**src/rtl/hwpe_stream_merge_narrower_if.sv**
```systemverilog
// Valid/ready stream carrying one data word plus a byte strobe.
interface hwpe_stream_merge_narrower_if #(
    parameter int unsigned DATA_WIDTH = 8
);
    logic                    valid;
    logic                    ready;
    logic [DATA_WIDTH-1:0]   data;
    logic [DATA_WIDTH/8-1:0] strb;

    modport master (output valid, data, strb, input ready);
    modport slave  (input valid, data, strb, output ready);
endinterface

```
**src/rtl/hwpe_stream_merge_narrower.sv**
```systemverilog
// Buffers one wide merged word and re-emits it lane by lane (LSB lane first),
// optionally skipping lanes whose strobe is all-zero.
module hwpe_stream_merge_narrower #(
    parameter int unsigned DATA_WIDTH = 8,
    parameter int unsigned NB_LANES   = 2,
    parameter bit          SKIP_EMPTY = 1'b0
) (
    input  logic                          clk_i,
    input  logic                          rst_ni,
    input  logic                          clear_i,
    hwpe_stream_merge_narrower_if.slave   push_i,
    hwpe_stream_merge_narrower_if.master  pop_o,
    output logic [$clog2(NB_LANES)-1:0]   lane_o,
    output logic                          last_o,
    output logic                          busy_o
);
    localparam int unsigned LANE_W      = $clog2(NB_LANES);
    localparam int unsigned STRB_W      = DATA_WIDTH / 8;
    localparam int unsigned WIDE_W      = DATA_WIDTH * NB_LANES;
    localparam int unsigned WIDE_STRB_W = STRB_W * NB_LANES;

    localparam logic [1:0] IDLE  = 2'b01;
    localparam logic [1:0] DRAIN = 2'b10;

    logic [1:0]             state_q, state_d;
    logic [WIDE_W-1:0]      data_q, data_d;
    logic [WIDE_STRB_W-1:0] strb_q, strb_d;
    logic [NB_LANES-1:0]    mask_q, mask_d;

    logic [NB_LANES-1:0]    accept_mask;
    logic [NB_LANES-1:0]    mask_clr;
    logic [LANE_W-1:0]      sel;
    logic                   is_last;
    logic                   draining;
    logic                   push_hs;
    logic                   pop_hs;

    // Lanes that will be emitted for the incoming word
    always_comb begin
        accept_mask = '0;
        for (int unsigned i = 0; i < NB_LANES; i++) begin
            accept_mask[i] = SKIP_EMPTY ? (|push_i.strb[i*STRB_W +: STRB_W]) : 1'b1;
        end
    end

    // Lowest pending lane is the one currently presented
    always_comb begin
        sel = '0;
        for (int i = int'(NB_LANES) - 1; i >= 0; i--) begin
            if (mask_q[i]) sel = LANE_W'(i);
        end
    end

    assign mask_clr = mask_q & ~(NB_LANES'(1) << sel);
    assign is_last  = (mask_clr == '0);
    assign draining = (state_q == DRAIN);

    assign pop_o.valid  = draining;
    assign pop_o.data   = data_q[sel*DATA_WIDTH +: DATA_WIDTH];
    assign pop_o.strb   = strb_q[sel*STRB_W +: STRB_W];
    assign lane_o       = sel;
    assign last_o       = draining & is_last;
    assign busy_o       = draining;
    assign push_i.ready = (state_q == IDLE) | (draining & pop_o.ready & is_last);

    assign push_hs = push_i.valid & push_i.ready;
    assign pop_hs  = draining & pop_o.ready;

    // Next state: a push on the final pop reloads without a bubble
    always_comb begin
        state_d = state_q;
        data_d  = data_q;
        strb_d  = strb_q;
        mask_d  = mask_q;
        if (pop_hs) begin
            mask_d = mask_clr;
            if (is_last) state_d = IDLE;
        end
        if (push_hs) begin
            data_d  = push_i.data;
            strb_d  = push_i.strb;
            mask_d  = accept_mask;
            state_d = (accept_mask != '0) ? DRAIN : IDLE;
        end
    end

    always_ff @(posedge clk_i) begin
        if (!rst_ni || clear_i) begin
            state_q <= IDLE;
            data_q  <= '0;
            strb_q  <= '0;
            mask_q  <= '0;
        end else begin
            state_q <= state_d;
            data_q  <= data_d;
            strb_q  <= strb_d;
            mask_q  <= mask_d;
        end
    end

    assert property (@(posedge clk_i) disable iff (!rst_ni || clear_i)
        (pop_o.valid && !pop_o.ready) |=> ($stable(pop_o.data) && $stable(pop_o.strb)));
    assert property (@(posedge clk_i) $onehot0(state_q));
    assert property (@(posedge clk_i) (DATA_WIDTH % 8) == 0);

endmodule
```
**src/flat_wrapper.sv**
```systemverilog
// flat-port wrapper written by rule: the top's interface ports become plain ports
module hwpe_stream_merge_narrower_flat 
#(
    parameter int unsigned DATA_WIDTH = 8,
    parameter int unsigned NB_LANES   = 2,
    parameter bit          SKIP_EMPTY = 1'b0
)
  (clk_i, rst_ni, clear_i, lane_o, last_o, busy_o, push_i_valid, push_i_data, push_i_strb, push_i_ready, pop_o_valid, pop_o_data, pop_o_strb, pop_o_ready);
  hwpe_stream_merge_narrower_if #(.DATA_WIDTH(DATA_WIDTH)) push_i_i ();
  hwpe_stream_merge_narrower_if #(.DATA_WIDTH(DATA_WIDTH)) pop_o_i ();
  input  logic clk_i;
  input  logic rst_ni;
  input  logic clear_i;
  output logic [$clog2(NB_LANES)-1:0] lane_o;
  output logic last_o;
  output logic busy_o;
  input wire logic [$bits(push_i_i.valid)-1:0] push_i_valid;
  input wire logic [$bits(push_i_i.data)-1:0] push_i_data;
  input wire logic [$bits(push_i_i.strb)-1:0] push_i_strb;
  output wire logic [$bits(push_i_i.ready)-1:0] push_i_ready;
  output wire logic [$bits(pop_o_i.valid)-1:0] pop_o_valid;
  output wire logic [$bits(pop_o_i.data)-1:0] pop_o_data;
  output wire logic [$bits(pop_o_i.strb)-1:0] pop_o_strb;
  input wire logic [$bits(pop_o_i.ready)-1:0] pop_o_ready;
  assign push_i_i.valid = push_i_valid;
  assign push_i_i.data = push_i_data;
  assign push_i_i.strb = push_i_strb;
  assign push_i_ready = push_i_i.ready;
  assign pop_o_valid = pop_o_i.valid;
  assign pop_o_data = pop_o_i.data;
  assign pop_o_strb = pop_o_i.strb;
  assign pop_o_i.ready = pop_o_ready;
  hwpe_stream_merge_narrower #(.DATA_WIDTH(DATA_WIDTH), .NB_LANES(NB_LANES), .SKIP_EMPTY(SKIP_EMPTY)) u_core (.clk_i(clk_i), .rst_ni(rst_ni), .clear_i(clear_i), .push_i(push_i_i), .pop_o(pop_o_i), .lane_o(lane_o), .last_o(last_o), .busy_o(busy_o));
endmodule
```
**config.mk**
```make
export PLATFORM = sky130hd
export DESIGN_NAME = hwpe_stream_merge_narrower_flat
export DESIGN_NICKNAME = d
export VERILOG_FILES = /design/src/rtl/hwpe_stream_merge_narrower_if.sv /design/src/rtl/hwpe_stream_merge_narrower.sv /design/src/flat_wrapper.sv
export SDC_FILE = /design/constraint.sdc
export NUM_CORES = 1
export LEC_CHECK = 0
export CAP_MARGIN = 20
export CORE_MARGIN = 2
export CORE_UTILIZATION = 40
export CTS_CLUSTER_SIZE = 12
export DETAILED_ROUTE_END_ITERATION = 8
export GPL_ROUTABILITY_DRIVEN = 0
export PLACE_DENSITY = 0.77
export SLEW_MARGIN = 20
export SYNTH_ARGS = -nofsm -noshare
export SYNTH_HDL_FRONTEND = slang
export SYNTH_SLANG_ARGS = --single-unit
```
**constraint.sdc**
```tcl
create_clock -name clk_i -period 2.9 [get_ports clk_i]
set_input_delay 0.29 -clock clk_i [delete_from_list [all_inputs] [get_ports clk_i]]
set_output_delay 0.29 -clock clk_i [all_outputs]
set_load 0.02 [all_outputs]
```
==> results of run 1 <==
power breakdown:
group          switching (mW)  total, mW  internal, mW
Combinational          0.0331     0.0768        0.0437
Sequential            0.00449      0.190         0.186
Clock                  0.0539      0.107        0.0531
Total                  0.0915      0.374         0.283
Yosys cell counts:
master and instances:
nand2_1 19, dfxtp_1 13, and2_1 10, mux2i_1 9, a31oi_1 3, inv_1 3, o21a_1 3, clkbuf_1 2
a21boi_0 1, a22o_1 1, a41o_4 1, and3b_1 1, buf_4 1, buf_6 1, nand2b_1 1, nor2b_1 1
nor2b_4 1, o21ai_1 1
cell usage in the layout (no fill, tap or decap):
cell              n
clkdlybuf4s50_1  27
nand2_1          19
dfxtp_1          13
and2_1           10
mux2i_1           9
inv_1             3
o21a_1            3
a31oi_1           3
clkbuf_4          3
nand2b_1          1
nor2b_4           1
a22o_1            1
nor2b_1           1
and3b_1           1
a41o_4            1
a21boi_0          1
o21ai_1           1
clkbuf_1          1
buf_4             1
flip-flops by register name (all words and copies together), names as in the netlist:
signal          flops
u_core.data_q       8
u_core.mask_q       2
u_core.state_q      2
u_core.strb_q       1
layer usage:
metal  global-route usage  vias up  share of wire
li1                     -      293              -
met1                0.179      247           0.44
met2                0.247       17           0.49
met3               0.0449        0          0.065
met4               0.0364        0              0
met5                    0        -              0
area by class of cell:
cell class	count	area, um2
tap	16	20.0
clock buffer	4	26.3
fill	153	568
inverter	3	11.3
multi-input combinational	52	343
timing repair buffer	28	278
sequential	13	260
cells by family after synthesis:
group / Yosys count / share of synthesized area
AOI/OAI and AO/OA: 10 / 0.131
buffers and inverters: 7 / 0.0586
DFF: 13 / 0.406
muxes: 9 / 0.141
and+or+nand+nor: 33 / 0.264
worst min-delay path by stage:
stage                                     to                          start
6_report       u_core.data_q[3]$_SDFFE_PP0P_  u_core.data_q[3]$_SDFFE_PP0P_
5_1_grt        u_core.strb_q[0]$_SDFFE_PP0P_  u_core.strb_q[0]$_SDFFE_PP0P_
4_1_cts        u_core.data_q[3]$_SDFFE_PP0P_  u_core.data_q[3]$_SDFFE_PP0P_
3_5_place_dp   u_core.data_q[3]$_SDFFE_PP0P_  u_core.data_q[3]$_SDFFE_PP0P_
3_3_place_gp   u_core.data_q[6]$_SDFFE_PP0P_  u_core.data_q[6]$_SDFFE_PP0P_
2_1_floorplan  u_core.data_q[0]$_SDFFE_PP0P_  u_core.data_q[0]$_SDFFE_PP0P_
worst min-delay path: cells and delay by family, from the launching register on:
kind	cells	cell delay, ps
flip-flops	1	310
AND/OR/NAND/NOR	1	50
multiplexers	1	50
stage by stage:
stage	power [mW]	hold WS, ps	std cells	setup WS [ps]
after global routing	0.397	482	116	765
final	0.374	457	116	865
after CTS	0.381	463	116	849
after detailed placement	0.272	452	112	976
after floorplan	0.237	430	72	1440
after global placement	0.271	438	112	1010
==> impl_metrics.env, run 1 <==
export IMPL_insertion_delay_ps=260
export IMPL_grt_antenna_before_repair=0
export IMPL_synthesis_yosys_warnings=0
export IMPL_timing_critical_path_buf_inv=1
export IMPL_synthCells=72
export IMPL_synthesis_area_um2=641
export IMPL_yosys_area_top_type="dfxtp_1"
export IMPL_cp_slowest_stage_delay_ps=590
export IMPL_yosysTopAreaCellShare=0.406
export IMPL_final_antenna_net_count=0
export IMPL_max_vdd_ir_drop_mv=0.208
export IMPL_timing_critical_path_fanout_max=7
export IMPL_num_rows=14
export IMPL_gr_total_overflow=0
export IMPL_timing_critical_path_from_type="flip-flop"
export IMPL_worst_path_dominant_cell_family="buffers and inverters"
export IMPL_leakagePower_nw=0.367
export IMPL_final_period_minus_worst_setup_slack_ps=2040
export IMPL_avgRoutedWirePerCell_um=11.2
export IMPL_finish_net_count=115
export IMPL_synth_ff_latch_count=13
export IMPL_pwr_cell_area_mw_per_mm2=399
export IMPL_detail_route_wirelength_um=1300
export IMPL_grt_first_pass_wirelength_um=2120
export IMPL_post_route_period_util=0.702
export IMPL_crit_required_ps=2610
export IMPL_syn_num_nets=86
export IMPL_effective_utilization_at_floorplan=0.425
export IMPL_cp_end_kind="output pin"
export IMPL_chipHeight_um=44.0
export IMPL_layout_drive_gt1_share=0.0600
export IMPL_detailedPlacementHpwl_um=996
export IMPL_clkSinkCount=13
export IMPL_final_util=0.623
export IMPL_crit_path_start="u_core.state_q[1]$_SDFFE_PP0P_"
export IMPL_tightest_slew_ps=686
export IMPL_rsz0062_at_grt="false"
export IMPL_cell_at_the_root_of_the_clock_tree="clkbuf_4"
export IMPL_core_area_mm2=0.00151
export IMPL_tritoncts="yes"
export IMPL_grtUsageTotal=0.146
export IMPL_setup_tns_final_ps=0
export IMPL_critical_path_endpoint="push_i_ready"
export IMPL_synth_seq_area_share=0.406
export IMPL_critical_path_arrival_ps=1750
export IMPL_slew_limit_headroom=0.541
export IMPL_placement_cell_area_um2=912
export IMPL_floorplan_die_width_um=44.0
export IMPL_antenna_cells=0
export IMPL_reg2reg_from="u_core.state_q[1]$_SDFFE_PP0P_"
export IMPL_rr_endpoint="u_core.data_q[6]$_SDFFE_PP0P_"
export IMPL_drt_vias_per_instance=4.80
export IMPL_num_vias=557
export IMPL_postSynthAreaPerCell_um2=8.90
export IMPL_run_status="finished, final reports clean"
export IMPL_crit_path_cell_trace="nor2b_4 > and2_1 > a22o_1 > clkdlybuf4s50_1"
export IMPL_pin_count_of_the_biggest_net_entering_global_routing=14
export IMPL_crit_type="flip-flop to output pin"
export IMPL_dieArea_mm2=0.00194
export IMPL_drt_pass1_iterations=4
export IMPL_ff2ff_setup_slack_ps=1640
export IMPL_max_cap_viol_count=0
export IMPL_reg2regPathDepth=3
export IMPL_cts_resized_gates=0
export IMPL_cts_path_max_buffers=2
export IMPL_netlist_cell_type_count=18
export IMPL_grt_pass1_vias=527
export IMPL_clk_pin_slew_ps=80
export IMPL_final_hold_violation_count=0
export IMPL_ys_top_cells_by_area="dfxtp_1 (41%), mux2i_1 (14%), nand2_1 (11%)"
export IMPL_area_delta_synth_final_pct=46.5
export IMPL_finalMaxSlewViolations=0
export IMPL_holdCritPathClass="flip-flop to flip-flop"
export IMPL_port_buffer_count=27
export IMPL_drt_iter0_markers=5
export IMPL_finalSetupViolCount=0
export IMPL_crit_path_top_delay_cell="clkdlybuf4s50_1"
export IMPL_clock_skew_ps=4.75
export IMPL_clock_fmax_mhz=491
export IMPL_post_cts_repair_timing_setup_buffer_count=0
export IMPL_layout_cell_area_non_filler_um2=938
export IMPL_total_stage_count_of_the_critical_path=4
export IMPL_route_detailed_drc=0
export IMPL_htree_num_levels=1
export IMPL_cts_hold_buffers_added=0
export IMPL_num_io_pins=28
export IMPL_worst_hold_path_num_cells=2
export IMPL_tritoncts_num_buffers=3
Power figures use the tool's default switching activity.
==> run 2, diff against run 1 <==
==> constraint.sdc (replaced) <==
create_clock -name clk_i -period 1.9 [get_ports clk_i]
set_input_delay 0.19 -clock clk_i [delete_from_list [all_inputs] [get_ports clk_i]]
set_output_delay 0.19 -clock clk_i [all_outputs]
set_load 0.02 [all_outputs]
==> run 2 against run 1 <==
Non-clock buffer count increased by 2. Critical path depth fell by 1. Die area unchanged. Routed wire length increased by 7.2%. Largest cell class unchanged. Total power grew 55%. Clock power grew 58%. Clock skew decreased by 1.2 ps. Core utilization grew 1.2 points. Combinational power up 56%. First-iteration DRC count did not move.
==> impl_metrics.env, run 2 (synthesis gave the netlist of run 1 again) <==
export IMPL_run_status="finished, final reports clean"
export IMPL_insertion_delay_ps=270
export IMPL_finish_net_count=117
export IMPL_clock_fmax_mhz=559
export IMPL_flip_flop_count_of_the_largest_register_all_copies_and_words_added=8
export IMPL_core_area_mm2=0.00151
export IMPL_met1_length_um=613
export IMPL_fin_cells=118
export IMPL_post_cts_repair_timing_setup_buffer_count=0
export IMPL_top_layer="met3"
export IMPL_cts_path_max_buffers=2
export IMPL_crit_path_cell_trace="nand2b_2 > and2_1 > clkdlybuf4s50_1"
export IMPL_route_detailed_drc=0
export IMPL_clkSinkCount=13
export IMPL_layout_drive_gt1_share=0.0882
export IMPL_most_frequent_standard_cell_in_the_layout_excluding_fill_and_tap_cells="clkdlybuf4s50_1"
export IMPL_final_period_minus_worst_setup_slack_ps=1790
export IMPL_num_rows=14
export IMPL_drt_iter0_markers=5
export IMPL_cp_end_kind="output pin"
export IMPL_htree_num_levels=1
export IMPL_grt_pass1_vias=573
export IMPL_effective_utilization_at_floorplan=0.425
export IMPL_critical_path_arrival_ps=1600
export IMPL_floorplan_die_width_um=44.0
export IMPL_area_delta_synth_final_pct=49.4
export IMPL_cell_at_the_root_of_the_clock_tree="clkbuf_4"
export IMPL_filler_cell_count=146
export IMPL_timing_critical_path_fanout_max=10
export IMPL_crit_path_top_delay_cell="clkdlybuf4s50_1"
export IMPL_detailedPlacementHpwl_um=1020
export IMPL_final_antenna_net_count=0
export IMPL_num_io_pins=28
export IMPL_tritoncts_num_buffers=3
export IMPL_pin_count_of_the_biggest_net_entering_global_routing=17
export IMPL_worst_path_dominant_cell_family="buffers and inverters"
export IMPL_cts_hold_buffers_added=0
export IMPL_regMostFlops="u_core.data_q"
export IMPL_leakagePower_nw=0.395
export IMPL_drt_pass1_iterations=4
export IMPL_detailroute_wirelength_met2_um=697
export IMPL_final_cell_mix="clkdlybuf4s50_1 (25), nand2_1 (19), dfxtp_1 (13)"
export IMPL_rsz0062_at_grt="false"
export IMPL_dieArea_mm2=0.00194
export IMPL_tritoncts="yes"
export IMPL_avgRoutedWirePerCell_um=11.8
export IMPL_max_cap_viol_count=0
export IMPL_clk_pin_slew_ps=80
export IMPL_num_vias=556
export IMPL_drt_vias_per_instance=4.71
export IMPL_finalSetupViolCount=0
export IMPL_slew_limit_headroom=0.845
export IMPL_post_route_period_util=0.941
export IMPL_registers_with_the_most_flip_flops="u_core.data_q: 8 flops, u_core.mask_q: 2 flops, u_core.state_q: 2 flops"
export IMPL_gr_total_overflow=0
export IMPL_place_inst=114
export IMPL_antenna_cells=0
export IMPL_holdCritPathClass="flip-flop to flip-flop"
export IMPL_final_hold_violation_count=0
export IMPL_timing_critical_path_buf_inv=1
export IMPL_grt_antenna_before_repair=0
export IMPL_crit_required_ps=1710
export IMPL_detail_route_wirelength_um=1390
export IMPL_setup_tns_final_ps=0
export IMPL_pwr_cell_area_mw_per_mm2=605
export IMPL_port_buffer_count=27
export IMPL_finalMaxSlewViolations=0
export IMPL_chipHeight_um=44.0
export IMPL_clock_skew_ps=3.52
export IMPL_max_vdd_ir_drop_mv=0.351
export IMPL_grt_first_pass_wirelength_um=2390
export IMPL_cp_slowest_stage_delay_ps=610
export IMPL_timing_critical_path_from_type="flip-flop"
export IMPL_detailroute_wirelength_met3_um=77
export IMPL_grtUsageTotal=0.168
export IMPL_tightest_slew_ps=232
export IMPL_crit_type="flip-flop to output pin"
==> run 2: routing by layer <==
metal	up-vias	GRT usage
li1	296	-
met1	243	0.195
met2	17	0.294
met3	0	0.0367
met4	0	0.0727
met5	-	0
==> run 2: per-stage QoR <==
stage	power (mW)	util	cell area [um2]	hold slack (ps)	worst slack, ps
floorplan	0.361	-	641	332	537
global placement	0.417	0.615	927	437	293
detailed placement	0.419	0.615	927	446	219
CTS	0.591	0.634	955	455	26.4
global route	0.611	0.635	957	474	4.61
finish	0.579	0.635	957	454	111
==> run 2: worst reg2reg max path, cell delays in order (launching register included) <==
cell	delay, ps
dfxtp_1	360
nor2b_4	230
a41o_4	370
mux2i_1	220
==> run 2: layout make-up <==
| cell class | count | area (um2) | share of cell area |
|---|---|---|---|
| Multi-Input combinational cell | 52 | 345 | 0.361 |
| Timing Repair Buffer | 30 | 294 | 0.307 |
| Sequential cell | 13 | 260 | 0.272 |
| Clock buffer | 4 | 26.3 | 0.0275 |
| Tap cell | 16 | 20.0 | 0.0209 |
| Inverter | 3 | 11.3 | 0.0118 |
==> run 2: where the power goes <==
group | switching, mW | total, mW | internal [mW]
sequential | 0.00718 | 0.291 | 0.283
clock | 0.0872 | 0.169 | 0.0813
combinational | 0.0516 | 0.120 | 0.0684
==> run 2: path summary, 6_finish.rpt <==
path | startpoint | end | slack (ps) | depth (start not counted)
worst min-delay path | u_core.data_q[7]$_SDFFE_PP0P_ | u_core.data_q[7]$_SDFFE_PP0P_ | 450 | 2
worst min register to register | u_core.data_q[7]$_SDFFE_PP0P_ | u_core.data_q[7]$_SDFFE_PP0P_ | 450 | 2
worst max-delay path | u_core.mask_q[0]$_SDFFE_PP0P_ | pop_o_data[6] | 110 | 3
worst max register to register | u_core.state_q[1]$_SDFFE_PP0P_ | u_core.data_q[5]$_SDFFE_PP0P_ | 650 | 3
==> run 2: timing repair <==
item,CTS,global route
resized for setup,2,1
hold endpoints to repair,0,0
endpoints found under the setup margin,5,1
